### config.mk
export PLATFORM = sky130hd
export DESIGN_NAME = fpm_result_queue
export DESIGN_NICKNAME = d
export VERILOG_FILES = /design/src/rtl/fpm_pkg.sv /design/src/rtl/fpm_classify.sv /design/src/rtl/fpm_result_queue.sv
export SDC_FILE = /design/constraint.sdc
export NUM_CORES = 1
export LEC_CHECK = 0
export CAP_MARGIN = 20
export CORE_ASPECT_RATIO = 0.5
export CORE_MARGIN = 3
export CORE_UTILIZATION = 51
export CTS_BUF_LIST = sky130_fd_sc_hd__clkbuf_4 sky130_fd_sc_hd__clkbuf_8
export CTS_CLUSTER_SIZE = 8
export DETAILED_ROUTE_END_ITERATION = 10
export PLACE_DENSITY = 0.78
export SLEW_MARGIN = 15
export SYNTH_ARGS = -nofsm -noshare
export SYNTH_HDL_FRONTEND = slang
export SYNTH_HIERARCHICAL = 1
export SYNTH_SLANG_ARGS = --single-unit
export TNS_END_PERCENT = 100
### constraint.sdc
create_clock -name clock -period 4.2 [get_ports clock]
set_clock_uncertainty 0.1 [all_clocks]
set_input_delay 1.05 -clock clock [delete_from_list [all_inputs] [get_ports clock]]
set_output_delay 1.05 -clock clock [all_outputs]
set_load 0.05 [all_outputs]
### src/rtl/fpm_pkg.sv
// -----------------------------------------------------------------------------
// fpm_pkg
// Shared types for the floating-point multiplier result queue.
//   EXP_WIDTH_DEF / MANTISSA_WIDTH_DEF : default result field widths
//   fp_class_t   : 2-bit classification of a result word
//   fpm_entry_t  : one queue entry (word, overflow, underflow, class) laid out
//                  for the default field widths
// -----------------------------------------------------------------------------
package fpm_pkg;

    localparam int EXP_WIDTH_DEF      = 8;
    localparam int MANTISSA_WIDTH_DEF = 23;
    localparam int WORD_WIDTH_DEF     = EXP_WIDTH_DEF + MANTISSA_WIDTH_DEF + 1;

    typedef enum logic [1:0] {
        FP_CLASS_FINITE = 2'b00,
        FP_CLASS_ZERO   = 2'b01,
        FP_CLASS_INF    = 2'b10,
        FP_CLASS_NAN    = 2'b11
    } fp_class_t;

    typedef struct packed {
        logic [WORD_WIDTH_DEF-1:0] word;
        logic                      overflow;
        logic                      underflow;
        fp_class_t                 cls;
    } fpm_entry_t;

endpackage : fpm_pkg

### src/rtl/fpm_classify.sv
// -----------------------------------------------------------------------------
// fpm_classify
// Purely combinational classifier for an IEEE-style result word
// {sign, exponent, mantissa}.
//   word_in   : result word, width EXP_WIDTH+MANTISSA_WIDTH+1
//   class_out : FINITE (00), ZERO (01, either sign), INF (10), NAN (11)
// -----------------------------------------------------------------------------
module fpm_classify
    import fpm_pkg::*;
#(
    parameter int EXP_WIDTH      = EXP_WIDTH_DEF,
    parameter int MANTISSA_WIDTH = MANTISSA_WIDTH_DEF,
    localparam int W             = EXP_WIDTH + MANTISSA_WIDTH + 1
) (
    input  logic [W-1:0] word_in,
    output fp_class_t    class_out
);

    logic [EXP_WIDTH-1:0]      exp_field;
    logic [MANTISSA_WIDTH-1:0] mant_field;
    logic                      unused_sign;

    assign exp_field   = word_in[W-2 -: EXP_WIDTH];
    assign mant_field  = word_in[MANTISSA_WIDTH-1:0];
    // The sign does not affect the class (+0 and -0 are both ZERO).
    assign unused_sign = word_in[W-1];

    always_comb begin
        class_out = FP_CLASS_FINITE;
        if (&exp_field) begin
            class_out = (|mant_field) ? FP_CLASS_NAN : FP_CLASS_INF;
        end else if (~|exp_field && ~|mant_field) begin
            class_out = FP_CLASS_ZERO;
        end
    end

endmodule : fpm_classify

### src/rtl/fpm_result_queue.sv
// -----------------------------------------------------------------------------
// fpm_result_queue
// First-word fall-through queue for floating-point multiplier results. Each
// entry carries the result word, its overflow/underflow flags and a class
// computed when the word is pushed.
//
// Ports
//   clock, reset                 : single clock, synchronous active-high reset
//   valid_in / ready_in          : push handshake (ready_in = not full)
//   fpm_in, overflow_in,
//   underflow_in                 : pushed result and its exception flags
//   valid_out / ready_out        : pop handshake (valid_out = not empty)
//   data_out, overflow_out,
//   underflow_out, class_out     : head entry (zero while empty)
//   count_out                    : occupancy, 0..DEPTH
//   clear_in                     : clears the sticky flags
//   ovf/unf/nan_sticky_out       : sticky exception status
//
// Build option: define FPM_STICKY_FLAGS_EN to build the sticky exception
// registers. Without it the sticky outputs are constant 0 and clear_in is
// ignored.
// -----------------------------------------------------------------------------
module fpm_result_queue
    import fpm_pkg::*;
#(
    parameter int EXP_WIDTH      = EXP_WIDTH_DEF,
    parameter int MANTISSA_WIDTH = MANTISSA_WIDTH_DEF,
    parameter int DEPTH          = 4,
    localparam int W             = EXP_WIDTH + MANTISSA_WIDTH + 1,
    localparam int AW            = $clog2(DEPTH),
    localparam int CW            = $clog2(DEPTH) + 1
) (
    input  logic          clock,
    input  logic          reset,
    input  logic          valid_in,
    input  logic [W-1:0]  fpm_in,
    input  logic          overflow_in,
    input  logic          underflow_in,
    output logic          ready_in,
    output logic          valid_out,
    input  logic          ready_out,
    output logic [W-1:0]  data_out,
    output logic          overflow_out,
    output logic          underflow_out,
    output logic [1:0]    class_out,
    output logic [CW-1:0] count_out,
    input  logic          clear_in,
    output logic          ovf_sticky_out,
    output logic          unf_sticky_out,
    output logic          nan_sticky_out
);

    // Same layout as fpm_entry_t, sized by this instance's field widths.
    typedef struct packed {
        logic [W-1:0] word;
        logic         overflow;
        logic         underflow;
        fp_class_t    cls;
    } entry_t;

    localparam logic [CW-1:0] FULL_COUNT = CW'(DEPTH);

    entry_t        mem_q [DEPTH];
    logic [AW-1:0] wr_ptr_q, wr_ptr_d;
    logic [AW-1:0] rd_ptr_q, rd_ptr_d;
    logic [CW-1:0] count_q, count_d;

    fp_class_t     push_class;
    entry_t        push_entry;
    entry_t        head_entry;
    logic          push;
    logic          pop;

    fpm_classify #(
        .EXP_WIDTH      (EXP_WIDTH),
        .MANTISSA_WIDTH (MANTISSA_WIDTH)
    ) u_classify (
        .word_in   (fpm_in),
        .class_out (push_class)
    );

    // Handshake status comes from registered occupancy only, so neither
    // ready_in nor valid_out has a combinational path from the other side.
    assign ready_in  = (count_q != FULL_COUNT);
    assign valid_out = (count_q != '0);
    assign push      = valid_in && ready_in;
    assign pop       = valid_out && ready_out;

    assign push_entry = '{word: fpm_in, overflow: overflow_in,
                          underflow: underflow_in, cls: push_class};

    always_comb begin
        // DEPTH is a power of two, so the natural roll-over of the AW-bit
        // pointers gives the modulo-DEPTH wrap.
        wr_ptr_d = push ? wr_ptr_q + AW'(1) : wr_ptr_q;
        rd_ptr_d = pop  ? rd_ptr_q + AW'(1) : rd_ptr_q;
        count_d  = count_q;
        case ({push, pop})
            2'b10:   count_d = count_q + CW'(1);
            2'b01:   count_d = count_q - CW'(1);
            default: count_d = count_q;
        endcase
    end

    always_ff @(posedge clock) begin
        if (reset) begin
            wr_ptr_q <= '0;
            rd_ptr_q <= '0;
            count_q  <= '0;
        end else begin
            wr_ptr_q <= wr_ptr_d;
            rd_ptr_q <= rd_ptr_d;
            count_q  <= count_d;
        end
    end

    // Storage is not reset: stale contents are never observable because the
    // head outputs are forced to zero while the queue is empty.
    always_ff @(posedge clock) begin
        if (push && !reset) begin
            mem_q[wr_ptr_q] <= push_entry;
        end
    end

    // Asynchronous read of the head slot gives first-word fall-through.
    assign head_entry    = mem_q[rd_ptr_q];
    assign data_out      = valid_out ? head_entry.word      : '0;
    assign overflow_out  = valid_out ? head_entry.overflow  : 1'b0;
    assign underflow_out = valid_out ? head_entry.underflow : 1'b0;
    assign class_out     = valid_out ? head_entry.cls       : FP_CLASS_FINITE;
    assign count_out     = count_q;

`ifdef FPM_STICKY_FLAGS_EN
    logic ovf_sticky_q, ovf_sticky_d;
    logic unf_sticky_q, unf_sticky_d;
    logic nan_sticky_q, nan_sticky_d;

    // A setting push in the same cycle as clear_in wins over the clear.
    always_comb begin
        ovf_sticky_d = (ovf_sticky_q && !clear_in) || (push && overflow_in);
        unf_sticky_d = (unf_sticky_q && !clear_in) || (push && underflow_in);
        nan_sticky_d = (nan_sticky_q && !clear_in) ||
                       (push && (push_class == FP_CLASS_NAN));
    end

    always_ff @(posedge clock) begin
        if (reset) begin
            ovf_sticky_q <= 1'b0;
            unf_sticky_q <= 1'b0;
            nan_sticky_q <= 1'b0;
        end else begin
            ovf_sticky_q <= ovf_sticky_d;
            unf_sticky_q <= unf_sticky_d;
            nan_sticky_q <= nan_sticky_d;
        end
    end

    assign ovf_sticky_out = ovf_sticky_q;
    assign unf_sticky_out = unf_sticky_q;
    assign nan_sticky_out = nan_sticky_q;
`else
    logic unused_clear;
    assign unused_clear   = clear_in;
    assign ovf_sticky_out = 1'b0;
    assign unf_sticky_out = 1'b0;
    assign nan_sticky_out = 1'b0;
`endif

endmodule : fpm_result_queue

==> out/qor.yml <==
status:
  status: "complete, no violations"
global_routing:
  met1_usage_pct: 22.3
  grt_overflow: 0
  grt_pass1_vias: 3378
  grt_use_met2_pct: 29.8
  grt_use_total_pct: 17.8
  antenna_found_initial: 0
  grt_pass1_wl_um: 18100
  grt_max_degree: 40
  grt-busiest-layer: "met2"
  grtUsageMet3_pct: 4.78
timing:
  rsz0062_at_grt: "false"
  finalCritPeriodShare_pct: 90.1
  relSlewSlack_pct: 62.7
  finalMaxSlewViolations: 0
  final.min_clock_period_ns: 3.79
  max_freq_mhz: 264
  tightest_slew_ns: 0.557
  setup_viol: 0
  hold_viol: 0
placement:
  dp_cells: 537
  dpl_cell_area_um2: 7090
  hpwl_um: 7120
  numPortBuffers: 78
  place_congestion: 0.749
synthesis:
  yosysSeqAreaShare_pct: 74.1
  syn_inst: 302
  synth_seq_cells: 153
  netlist_area_um2: 6080
  avgSynthCellArea_um2: 20.1
  synth_cell_type_count: 33
  yosysWarningCount: 6
floorplan:
  fp-row-count: 27
  io_pins: 83
  die_x_um: 160
  core_area_um2: 11300
  die-area_um2: 13300
  dieHeight_um: 83.2
  start_util_pct: 53.7
critical_path:
  cpLargestDelayFamily: "buffers and inverters"
  critPathBufInv: 2
  critPathLaunchType: "flip-flop"
  cp.required_ns: 3.05
  endpoint_kind: "primary output"
  critPathKind: "reg2out"
  slowest_delay_ns: 0.73
  path_cells: "buf_12 -> mux4_2 -> nor2b_1 -> clkdlybuf4s50_1"
  critical-path-slowest-cell: "clkdlybuf4s50_1"
  crit_path_max_fanout: 31
  critPathArrivalTime_ns: 2.64
route:
  ant_nets: 0
  firstDrtPassIters: 4
  drc: 0
  drt-vias-per-instance: 5.34
  drt-total-wl_um: 11200
  vias: 3038
  first_iter_violations: 240
  wl_per_cell_um: 19.7
clocking:
  cts-root-buf: "clkbuf_8"
  postCtsHoldBufs: 0
  cts.sinks: 153
  cts.path.max_buffers: 2
  htreeDepth: 4
  cts_tree: "built"
  cts_resized: 0
  numCtsBuffers: 17
  worst_skew_pair.late_latency_ns: 0.42
  clk_pin_slew_ns: 0.07
  cts_setup_buffers: 0
finish:
  final_cells: 569
  areaGrowthSynthToFinish_pct: 22.7
  fillCellCount: 758
  final_util_pct: 65.9
  nets: 442
  diodes: 0
  drive_above_1_share_pct: 22.2
  postLayoutCellArea_um2: 7460
pwr:
  cellLeakagePower_nw: 2.36
  power_mw: 5.01
  peakVddDrop_mv: 0.455
  power_density_nw_per_um2: 671
job:
  cap_violations: 0
hold_path:
  hold_class: "reg2reg"
==> flip-flops by register name, summed over array words and instances (netlist names), named ones only <==
signal,cells
mem_q,144
count_out,3
rd_ptr_q,2
wr_ptr_q,2
==> metal layers <==
metal | vias up | wire length (um)
li1 | 1383 | -
met1 | 1518 | 4760
met2 | 114 | 5540
met3 | 23 | 712
met4 | 0 | 203
met5 | - | 0
==> layout by cell type (no fill, tap or decap), drive strengths merged, types with 4 or more instances in the layout <==
cell and instances:
clkbuf 18, nor2b 34, ha 5, inv 9, mux4 36, clkdlybuf4s50 78, nor2 8, edfxtp 144
nor4 7, clkinv 8, buf 12, nor3b 4, dfxtp 9
==> path summary, 6_finish.rpt <==
path / from / to / slack, ns / depth (start not counted)
max: flip-flop / data_out[1] / 0.41 / 4
min: rd_ptr_q[1]$_SDFFE_PP0P_ / flip-flop / 0.42 / 2
max reg2reg: count_out[2]$_SDFFE_PP0P_ / count_out[2]$_SDFFE_PP0P_ / 1.38 / 9
min reg2reg: rd_ptr_q[1]$_SDFFE_PP0P_ / flip-flop / 0.42 / 2
==> through the flow <==
| step | setup slack [ns] | TNS [ns] | hold WS (ns) |
|---|---|---|---|
| after global routing | 0.247 | 0 | 0.452 |
| after floorplan | -0.398 | -56.24 | 0.359 |
| after detailed placement | 0.791 | 0 | 0.390 |
| after global placement | 0.836 | 0 | 0.374 |
| after CTS | 0.347 | 0 | 0.422 |
| final | 0.414 | 0 | 0.421 |
==> worst min-delay path, stage by stage (launching register included) <==
cell and delay, ns:
dfxtp_1 0.31, o21ai_0 0.07, a21oi_1 0.09
==> area by class of cell <==
cell class	instances	area, um2	share of cell area, %
clock buffers	18	241	3.24
clock inverters	14	131	1.76
inverters	8	30.0	0.402
multi-input cells	127	1470	19.7
flip-flops and latches	153	4510	60.4
well taps	159	199	2.67
repair buffers	90	883	11.8
==> report_power, final <==
group | internal [mW] | leakage (nW) | switching (mW)
clock | 0.526 | 0.185 | 0.503
combinational | 0.799 | 0.798 | 1.34
sequential | 1.77 | 1.38 | 0.0669
==> cell families after synthesis <==
logic type               after synthesis  synth area share (%)
multiplexers                          38                  13.7
adder cells (fa/ha/maj)                6                  1.36
flip-flops                           153                  74.1
AND/OR/NAND/NOR                       69                  7.26
buffers and inverters                 24                  2.30
XOR/XNOR                               3                 0.432
other                                  1                0.0617
AO/OA/AOI/OAI                          8                 0.741
==> cells in the mapped netlist (all sizes together) <==
library cell	number	share of area (%)
mux2	1	0.25
xor2	3	0.43
o31ai	2	0.25
conb	1	0.062
a21oi	3	0.25
nand2b	2	0.21
and2	1	0.14
dfxtp	9	3.0
o21ai	3	0.25
or3b	1	0.19
edfxtp	144	71
mux4	36	13
nor3b	4	0.49
nand4	3	0.31
nor2	8	0.49
buf	11	1.5
or3	2	0.23
nor2b	34	3.5
fa	1	0.33
clkbuf	5	0.33
nor3	2	0.25
inv	8	0.49
nand2	3	0.19
nor4	7	1.0
and2b	2	0.25
mux2i	1	0.16
ha	5	1.0
(Power assumes the default switching activity.)
